### src/rtl/sm4_iter_core.sv
// rtl/sm4_iter_core.sv - Iterative SM4 engine with on-chip key expansion, UNROLL rounds per clock
module sm4_iter_core #(
    parameter int UNROLL = 1
) (
    input  logic         clk,
    input  logic         rst_n,
    input  logic         key_valid,
    output logic         key_ready,
    input  logic [127:0] key_in,
    output logic         key_ok,
    input  logic         in_valid,
    output logic         in_ready,
    input  logic         in_mode,
    input  logic [127:0] in_data,
    output logic         out_valid,
    input  logic         out_ready,
    output logic [127:0] out_data
);

    if (!(UNROLL == 1 || UNROLL == 2 || UNROLL == 4 || UNROLL == 8)) begin : g_bad_unroll
        $error("sm4_iter_core: UNROLL must be 1, 2, 4 or 8");
    end

    localparam int NCYC = 32 / UNROLL;
    localparam int RW   = $clog2(NCYC);
    localparam int CW   = RW + 1;
    localparam logic [CW-1:0] LAST   = CW'(NCYC - 1);
    localparam logic [RW-1:0] LAST_R = RW'(NCYC - 1);

    localparam logic [127:0] FK = 128'ha3b1bac6_56aa3350_677d9197_b27022dc;

    localparam logic [2047:0] SBOX = {
        128'hd690e9fecce13db716b614c228fb2c05,
        128'h2b679a762abe04c3aa44132649860699,
        128'h9c4250f491ef987a33540b43edcfac62,
        128'he4b31ca9c908e89580df94fa758f3fa6,
        128'h4707a7fcf37317ba83593c19e6854fa8,
        128'h686b81b27164da8bf8eb0f4b70569d35,
        128'h1e240e5e6358d1a225227c3b01217887,
        128'hd40046579fd327524c3602e7a0c4c89e,
        128'heabf8ad240c738b5a3f7f2cef96115a1,
        128'he0ae5da49b341a55ad933230f58cb1e3,
        128'h1df6e22e8266ca60c02923ab0d534e6f,
        128'hd5db3745defd8e2f03ff6a726d6c5b51,
        128'h8d1baf92bbddbc7f11d95c411f105ad8,
        128'h0ac13188a5cd7bbd2d74d012b8e5b4b0,
        128'h8969974a0c96777e65b9f109c56ec684,
        128'h18f07dec3adc4d2079ee5f3ed7cb3948
    };

    typedef enum logic [2:0] {
        S_IDLE,
        S_KEYEXP,
        S_READY,
        S_CRYPT,
        S_DONE
    } state_t;

    function automatic logic [31:0] rotl(input logic [31:0] a, input int n);
        return (a << n) | (a >> (32 - n));
    endfunction

    function automatic logic [7:0] sbox(input logic [7:0] b);
        return SBOX[2047 - 8 * int'(b) -: 8];
    endfunction

    function automatic logic [31:0] tau(input logic [31:0] a);
        return {sbox(a[31:24]), sbox(a[23:16]), sbox(a[15:8]), sbox(a[7:0])};
    endfunction

    // Data-path round transform: tau then L
    function automatic logic [31:0] t_enc(input logic [31:0] a);
        logic [31:0] b;
        b = tau(a);
        return b ^ rotl(b, 2) ^ rotl(b, 10) ^ rotl(b, 18) ^ rotl(b, 24);
    endfunction

    // Key-schedule transform: tau then L'
    function automatic logic [31:0] t_key(input logic [31:0] a);
        logic [31:0] b;
        b = tau(a);
        return b ^ rotl(b, 13) ^ rotl(b, 23);
    endfunction

    // CK_i: byte j (MSB first) is (4i+j)*7 mod 256
    function automatic logic [31:0] ck(input logic [4:0] i);
        logic [31:0] r;
        r = '0;
        for (int j = 0; j < 4; j++) begin
            r[31 - 8 * j -: 8] = 8'((4 * int'(i) + j) * 7);
        end
        return r;
    endfunction

    state_t                 state;
    logic [CW-1:0]          cnt;
    logic [RW-1:0]          row;
    logic [127:0]           kreg;
    logic [127:0]           xreg;
    logic                   mode;

    // Round keys stored as one row of UNROLL words per key-expansion cycle,
    // word j of row r holding rk[r*UNROLL + j].
    logic [32*UNROLL-1:0]   rk_row [NCYC];
    logic [32*UNROLL-1:0]   rk_wrow;
    logic [32*UNROLL-1:0]   rk_rrow;

    logic [31:0]            kw [UNROLL+4];
    logic [31:0]            xw [UNROLL+4];

    assign row       = cnt[RW-1:0];
    assign key_ready = (state == S_IDLE) || (state == S_READY);
    assign key_ok    = (state == S_READY) || (state == S_CRYPT) || (state == S_DONE);
    // A simultaneous key request takes priority over a block in READY
    assign in_ready  = (state == S_READY) && !key_valid;
    assign out_valid = (state == S_DONE);

    // Decrypt walks the store backwards: last row first, words high to low
    assign rk_rrow = rk_row[mode ? (LAST_R - row) : row];

    // Unrolled key-schedule and cipher rounds for the current cycle
    always_comb begin
        for (int j = 0; j < UNROLL + 4; j++) begin
            kw[j] = '0;
            xw[j] = '0;
        end
        rk_wrow = '0;
        for (int j = 0; j < 4; j++) begin
            kw[j] = kreg[127 - 32 * j -: 32];
            xw[j] = xreg[127 - 32 * j -: 32];
        end
        for (int j = 0; j < UNROLL; j++) begin
            kw[j+4] = kw[j] ^ t_key(kw[j+1] ^ kw[j+2] ^ kw[j+3]
                                    ^ ck(5'(int'(cnt) * UNROLL + j)));
            rk_wrow[32 * j +: 32] = kw[j+4];
            if (mode) begin
                xw[j+4] = xw[j] ^ t_enc(xw[j+1] ^ xw[j+2] ^ xw[j+3]
                                        ^ rk_rrow[32 * (UNROLL - 1 - j) +: 32]);
            end else begin
                xw[j+4] = xw[j] ^ t_enc(xw[j+1] ^ xw[j+2] ^ xw[j+3]
                                        ^ rk_rrow[32 * j +: 32]);
            end
        end
    end

    // Round-key store write; contents are meaningless until key_ok rises
    always_ff @(posedge clk) begin
        if (state == S_KEYEXP) begin
            rk_row[row] <= rk_wrow;
        end
    end

    // Control FSM with key and data working registers
    always_ff @(posedge clk or negedge rst_n) begin
        if (!rst_n) begin
            state    <= S_IDLE;
            cnt      <= '0;
            kreg     <= '0;
            xreg     <= '0;
            mode     <= 1'b0;
            out_data <= '0;
        end else begin
            case (state)
                S_IDLE: begin
                    if (key_valid) begin
                        kreg  <= key_in ^ FK;
                        cnt   <= '0;
                        state <= S_KEYEXP;
                    end
                end
                S_KEYEXP: begin
                    kreg <= {kw[UNROLL], kw[UNROLL+1], kw[UNROLL+2], kw[UNROLL+3]};
                    if (cnt == LAST) begin
                        state <= S_READY;
                    end else begin
                        cnt <= cnt + CW'(1);
                    end
                end
                S_READY: begin
                    if (key_valid) begin
                        kreg  <= key_in ^ FK;
                        cnt   <= '0;
                        state <= S_KEYEXP;
                    end else if (in_valid) begin
                        xreg  <= in_data;
                        mode  <= in_mode;
                        cnt   <= '0;
                        state <= S_CRYPT;
                    end
                end
                S_CRYPT: begin
                    xreg <= {xw[UNROLL], xw[UNROLL+1], xw[UNROLL+2], xw[UNROLL+3]};
                    if (cnt == LAST) begin
                        out_data <= {xw[UNROLL+3], xw[UNROLL+2], xw[UNROLL+1], xw[UNROLL]};
                        state    <= S_DONE;
                    end else begin
                        cnt <= cnt + CW'(1);
                    end
                end
                S_DONE: begin
                    if (out_ready) begin
                        state <= S_READY;
                    end
                end
                default: begin
                    state <= S_IDLE;
                end
            endcase
        end
    end

endmodule

### config.mk
export PLATFORM = sky130hd
export DESIGN_NAME = sm4_iter_core
export DESIGN_NICKNAME = d
export VERILOG_FILES = /design/src/rtl/sm4_iter_core.sv
export SDC_FILE = /design/constraint.sdc
export NUM_CORES = 2
export LEC_CHECK = 0
export CORE_MARGIN = 4
export CORE_UTILIZATION = 45
export CTS_CLUSTER_SIZE = 25
export DETAILED_ROUTE_END_ITERATION = 8
export GPL_TIMING_DRIVEN = 0
export MAX_ROUTING_LAYER = met4
export SLEW_MARGIN = 30
export SYNTH_ARGS = -nofsm -noshare
export SYNTH_HDL_FRONTEND = slang
export SYNTH_SLANG_ARGS = --single-unit
### constraint.sdc
create_clock -name clk -period 7.6 [get_ports clk]
set_input_delay 1.52 -clock clk [delete_from_list [all_inputs] [get_ports clk]]
set_output_delay 1.52 -clock clk [all_outputs]
set_load 0.05 [all_outputs]
==> results of run 1 <==
## layer usage
layer | track usage, % | GRT overflow
met5 | - | -
met4 | 62.4 | 2
met3 | 55.8 | 2
met2 | 82.4 | 3
met1 | 70.8 | 5
## logic make-up after synthesis
| group | after synthesis | synth area share [%] |
|---|---|---|
| compound gates | 3326 | 24.8 |
| simple gates | 2888 | 14.2 |
| flops | 1418 | 44.0 |
| buf+inv | 970 | 5.18 |
| xor+xnor | 416 | 4.51 |
| mux | 373 | 4.91 |
| fa+ha+maj | 175 | 2.45 |
## through the flow
stage | area, µm² | utilization (%) | setup WS [ps] | hold slack [ps]
CTS | 110000 | 53.8 | -34.2 | 478
detailed placement | 104000 | 50.7 | -2050 | 464
global placement | 99700 | 48.8 | -12410 | 461
floorplan | 92400 | - | 1320 | 469
## what timing repair did
action | in CTS
setup endpoints to repair | 1120
pin swaps | 25
buffers inserted | 42
resized for setup | 300
cloned | 0
==> qor.yml, run 1 <==
status:
  outcome: "stopped before the end"
  lastStage: "global routing"
  tool.error: "[ERROR GRT-0232] Routing congestion too high. Check the congestion heatmap in the GUI."
synthesis:
  synth_area_leaders: "edfxtp_1 (33%), dfrtp_1 (11%), nand2_1 (5.3%)"
  syn-cell-area_um2: 92400
  yosysTopAreaCell: "edfxtp_1"
  yosysTopAreaCellShare_pct: 33.3
  synth_top_flop_cell: "edfxtp_1"
  synth_cells: 9566
  ys_ff_latch: 1418
  syn_avg_cell_area_um2: 9.66
  synth-edff-count: 1024
  yosysMostFrequentCell: "nand2_1"
  syn-num-nets: 10000
  synth_cell_type_count: 150
  synthArstFlopShare_pct: 27.8
  synth-seq-area-share_pct: 44.0
  ys_warn_count: 0
  synth_common_cells: "nand2_1 (1313), edfxtp_1 (1024), a21oi_1 (697)"
clock_network:
  cts_buffer_depth: 3
  postCtsHoldBufs: 0
  htree_levels: 4
  cts.sinks: 1418
  cts_buffers: 144
  cts-root-buf: "clkbuf_16"
sta:
  worstEpCategory: "sequential cell input"
  worst_endpoint: "xreg[2]$_DFFE_PN0P_/D"
global_route:
  gr-total-overflow: 12
  grt_util_all_layers_pct: 69.7
  grt_max_degree: 92
  antenna_found_initial: 94
floorplanning:
  ioPinCount: 394
  die_w_um: 461
  fp.dieH_um: 461
  start_util_pct: 45.2
  rows: 166
placed_design:
  port_buffers: 393
  globalplace.congestion: 1.11
  hpwl_um: 419000
  dp_cells: 12800
==> run 2: changes to the inputs <==
--- a/config.mk
+++ b/config.mk
@@ -6,11 +6,10 @@
 export NUM_CORES = 2
 export LEC_CHECK = 0
 export CORE_MARGIN = 4
-export CORE_UTILIZATION = 45
-export CTS_CLUSTER_SIZE = 25
+export CORE_UTILIZATION = 30
 export DETAILED_ROUTE_END_ITERATION = 8
 export GPL_TIMING_DRIVEN = 0
-export MAX_ROUTING_LAYER = met4
+export PLACE_DENSITY_LB_ADDON = 0.15
 export SLEW_MARGIN = 30
 export SYNTH_ARGS = -nofsm -noshare
 export SYNTH_HDL_FRONTEND = slang
==> run 2 against run 1 <==
  * The flow now finishes, with violations (negative setup slack)
  * Synthesized cell count stayed put
  * Area after synthesis did not move
==> qor.yml, run 2 <==
synthesis:
  synthMuxAreaShare_pct: 4.91
  yosys.area_share.simple_pct: 14.2
  synth_common_cells: "nand2_1 (1313), edfxtp_1 (1024), a21oi_1 (697)"
  yosysTopAreaCellShare_pct: 33.3
  synth_area_leaders: "edfxtp_1 (33%), dfrtp_1 (11%), nand2_1 (5.3%)"
  synth_fa_ha_area_share_pct: 2.45
  synth_xor_area_share_pct: 4.51
  synth_top_flop_cell: "edfxtp_1"
  yosysMostFrequentCell: "nand2_1"
  synth-edff-count: 1024
  synth_cells: 9566
  synthArstFlopShare_pct: 27.8
  synth-seq-area-share_pct: 44.0
  ys_warn_count: 0
  synth_top_family_by_area: "compound AO/OA/AOI/OAI gates"
  syn-num-nets: 10000
  syn-cell-area_um2: 92400
  synth_cell_type_count: 150
  synth_compound_area_share_pct: 24.8
  syn_avg_cell_area_um2: 9.66
  ys_ff_latch: 1418
  yosysTopAreaCell: "edfxtp_1"
run:
  drv_cap: 0
final_layout:
  layout_commonest_cell: "nand2_1"
  largest_reg_flops: 1024
  fin_area_um2: 115000
  final_cell_mix: "nand2_1 (1303), edfxtp_1 (1024), a21oi_1 (682), o21ai_0 (645), nor2_1 (616)"
  largest_register: "rk_row"
  nNetsFinal: 10900
  stdcell_count: 14700
  drive_gt1_share_pct: 16.9
  syn_to_final_growth_pct: 24.4
floorplanning:
  die-area_um2: 317000
  fp.dieH_um: 563
  ioPinCount: 394
  start_util_pct: 30.2
  coreArea_um2: 306000
  die_w_um: 563
  rows: 203
clock_network:
  clkTransAtPathRegs_ps: 60
  cts-root-buf: "clkbuf_16"
  htree_levels: 4
  cts_buffer_depth: 4
  cts_tree: "done"
  worst_skew_pair.late_latency_ps: 920
  cts_buffers: 164
  postCtsHoldBufs: 0
  cts.sinks: 1418
setup_path:
  critPathLaunch: "mode"
  cp-end-kind: "flip-flop"
  r2r_end: "out_data[116]"
  reg2reg_slack_ps: -150
  critPathLaunchType: "flip-flop"
  path_class: "reg2reg"
  reg2regPathDepth: 19
  worstReg2RegStart: "mode"
  endpoint: "out_data[116]"
  required_ps: 8340
  cp_data_arrival_time_ps: 8490
  crit_path_max_fanout: 10
global_route:
  antenna_found_initial: 24
  grt_max_degree: 78
  grt_pass1_vias: 92300
  grt_pass1_wl_um: 841000
  gr-total-overflow: 0
  grt_util_all_layers_pct: 38.1
drt:
  wl_per_cell_um: 43.0
  drt-pass1-iter-count: 7
  drt_iter0_drc: 15400
  vias_per_cell: 6.59
  vias: 96800
  wl_um: 632000
  final_antenna_net_count: 0
  drc_errors: 0
worst_hold_path:
  min_path_type: "reg2reg"
sta:
  fin_crit_ps: 7750
  slew_viol_final: 0
  setup_slack_ps: -153
  fmax_mhz: 129
  setup_viol: 81
  tightest_slew_ps: 1160
  finalHoldViolations: 0
  maxSlewHeadroom_pct: 22.7
  rsz0062_at_grt: "yes"
  period_share_pct: 102
  clock_skew_ps: 121
  finalSetupTns_ps: -3480
placed_design:
  globalplace.congestion: 1.00
  hpwl_um: 476000
  dpl_cell_area_um2: 107000
  dp_cells: 14300
  port_buffers: 393
  pre_cts_slack_ps: -2560
status:
  violations: "negative setup slack"
  outcome: "finished, violations left"
run 2: routing by layer:
| layer | vias to the layer above | share of wire (%) | global-route usage, % |
|---|---|---|---|
| met4 | 14 | 7.4 | 21.7 |
| met3 | 1638 | 10 | 8.18 |
| met5 | - | 0.011 | 0 |
| met1 | 49400 | 39 | 49.0 |
| met2 | 7259 | 44 | 59.3 |
| li1 | 38500 | - | - |
run 2: cell families (layout without fill, tap and decap cells):
logic type	count (synthesis)	after routing
and+or+nand+nor	2888	2888
muxes	373	373
other	0	17
adders and majority gates	175	175
buffers and inverters	970	1976
AOI/OAI and AO/OA	3326	3326
DFF	1418	1418
xor gates and xnor gates	416	416
run 2: timing repair:
item                       in CTS  in global routing
setup buffers                  68                 28
setup endpoints to repair    1120                496
gates resized for setup       391                143
pin swaps                      36                 19
run 2: worst min-delay path by stage:
stage / start / depth (start not counted) / end
2_1_floorplan: kreg[102] / 2 / kreg[102]
3_3_place_gp: out_data[62] / 2 / out_data[62]
3_5_place_dp: out_data[42] / 2 / out_data[42]
4_1_cts: out_data[42] / 2 / out_data[42]
5_1_grt: out_data[80] / 2 / out_data[80]
6_report: out_data[85] / 2 / out_data[85]
run 2: cell type report:
cell class	instances	area, µm²
Fill cell	31000	191000
Antenna cell	17	42.5
Sequential cell	1418	40600
Clock buffer	214	4400
Buffer	860	4870
Multi-Input combinational cell	7178	49700
Tap cell	4100	5130
Inverter	87	368
Clock inverter	80	696
Timing Repair Buffer	735	9060
run 2: per-stage QoR:
step	utilization, %	hold WS (ps)
after detailed placement	34.9	463
final	37.5	478
after global placement	33.1	464
after floorplan	-	469
after CTS	37.3	478
after global routing	37.5	493
run 2: worst max-delay path, cell delays in order (launching register included):
cell,delay [ps]
dfrtp_2,530
buf_4,230
buf_6,170
buf_6,200
buf_6,210
buf_2,470
nand2_1,590
a2111o_1,720
and3_1,300
nor2_2,330
buf_2,370
buf_4,300
buf_4,240
clkbuf_1,630
a311oi_1,300
a311oi_1,430
o32a_2,510
xnor2_1,260
xnor3_1,580
o21ai_1,160
Power of run 2 is not shown: default switching activity piles up to over one toggle a cycle in this logic, so the estimate is an artifact.
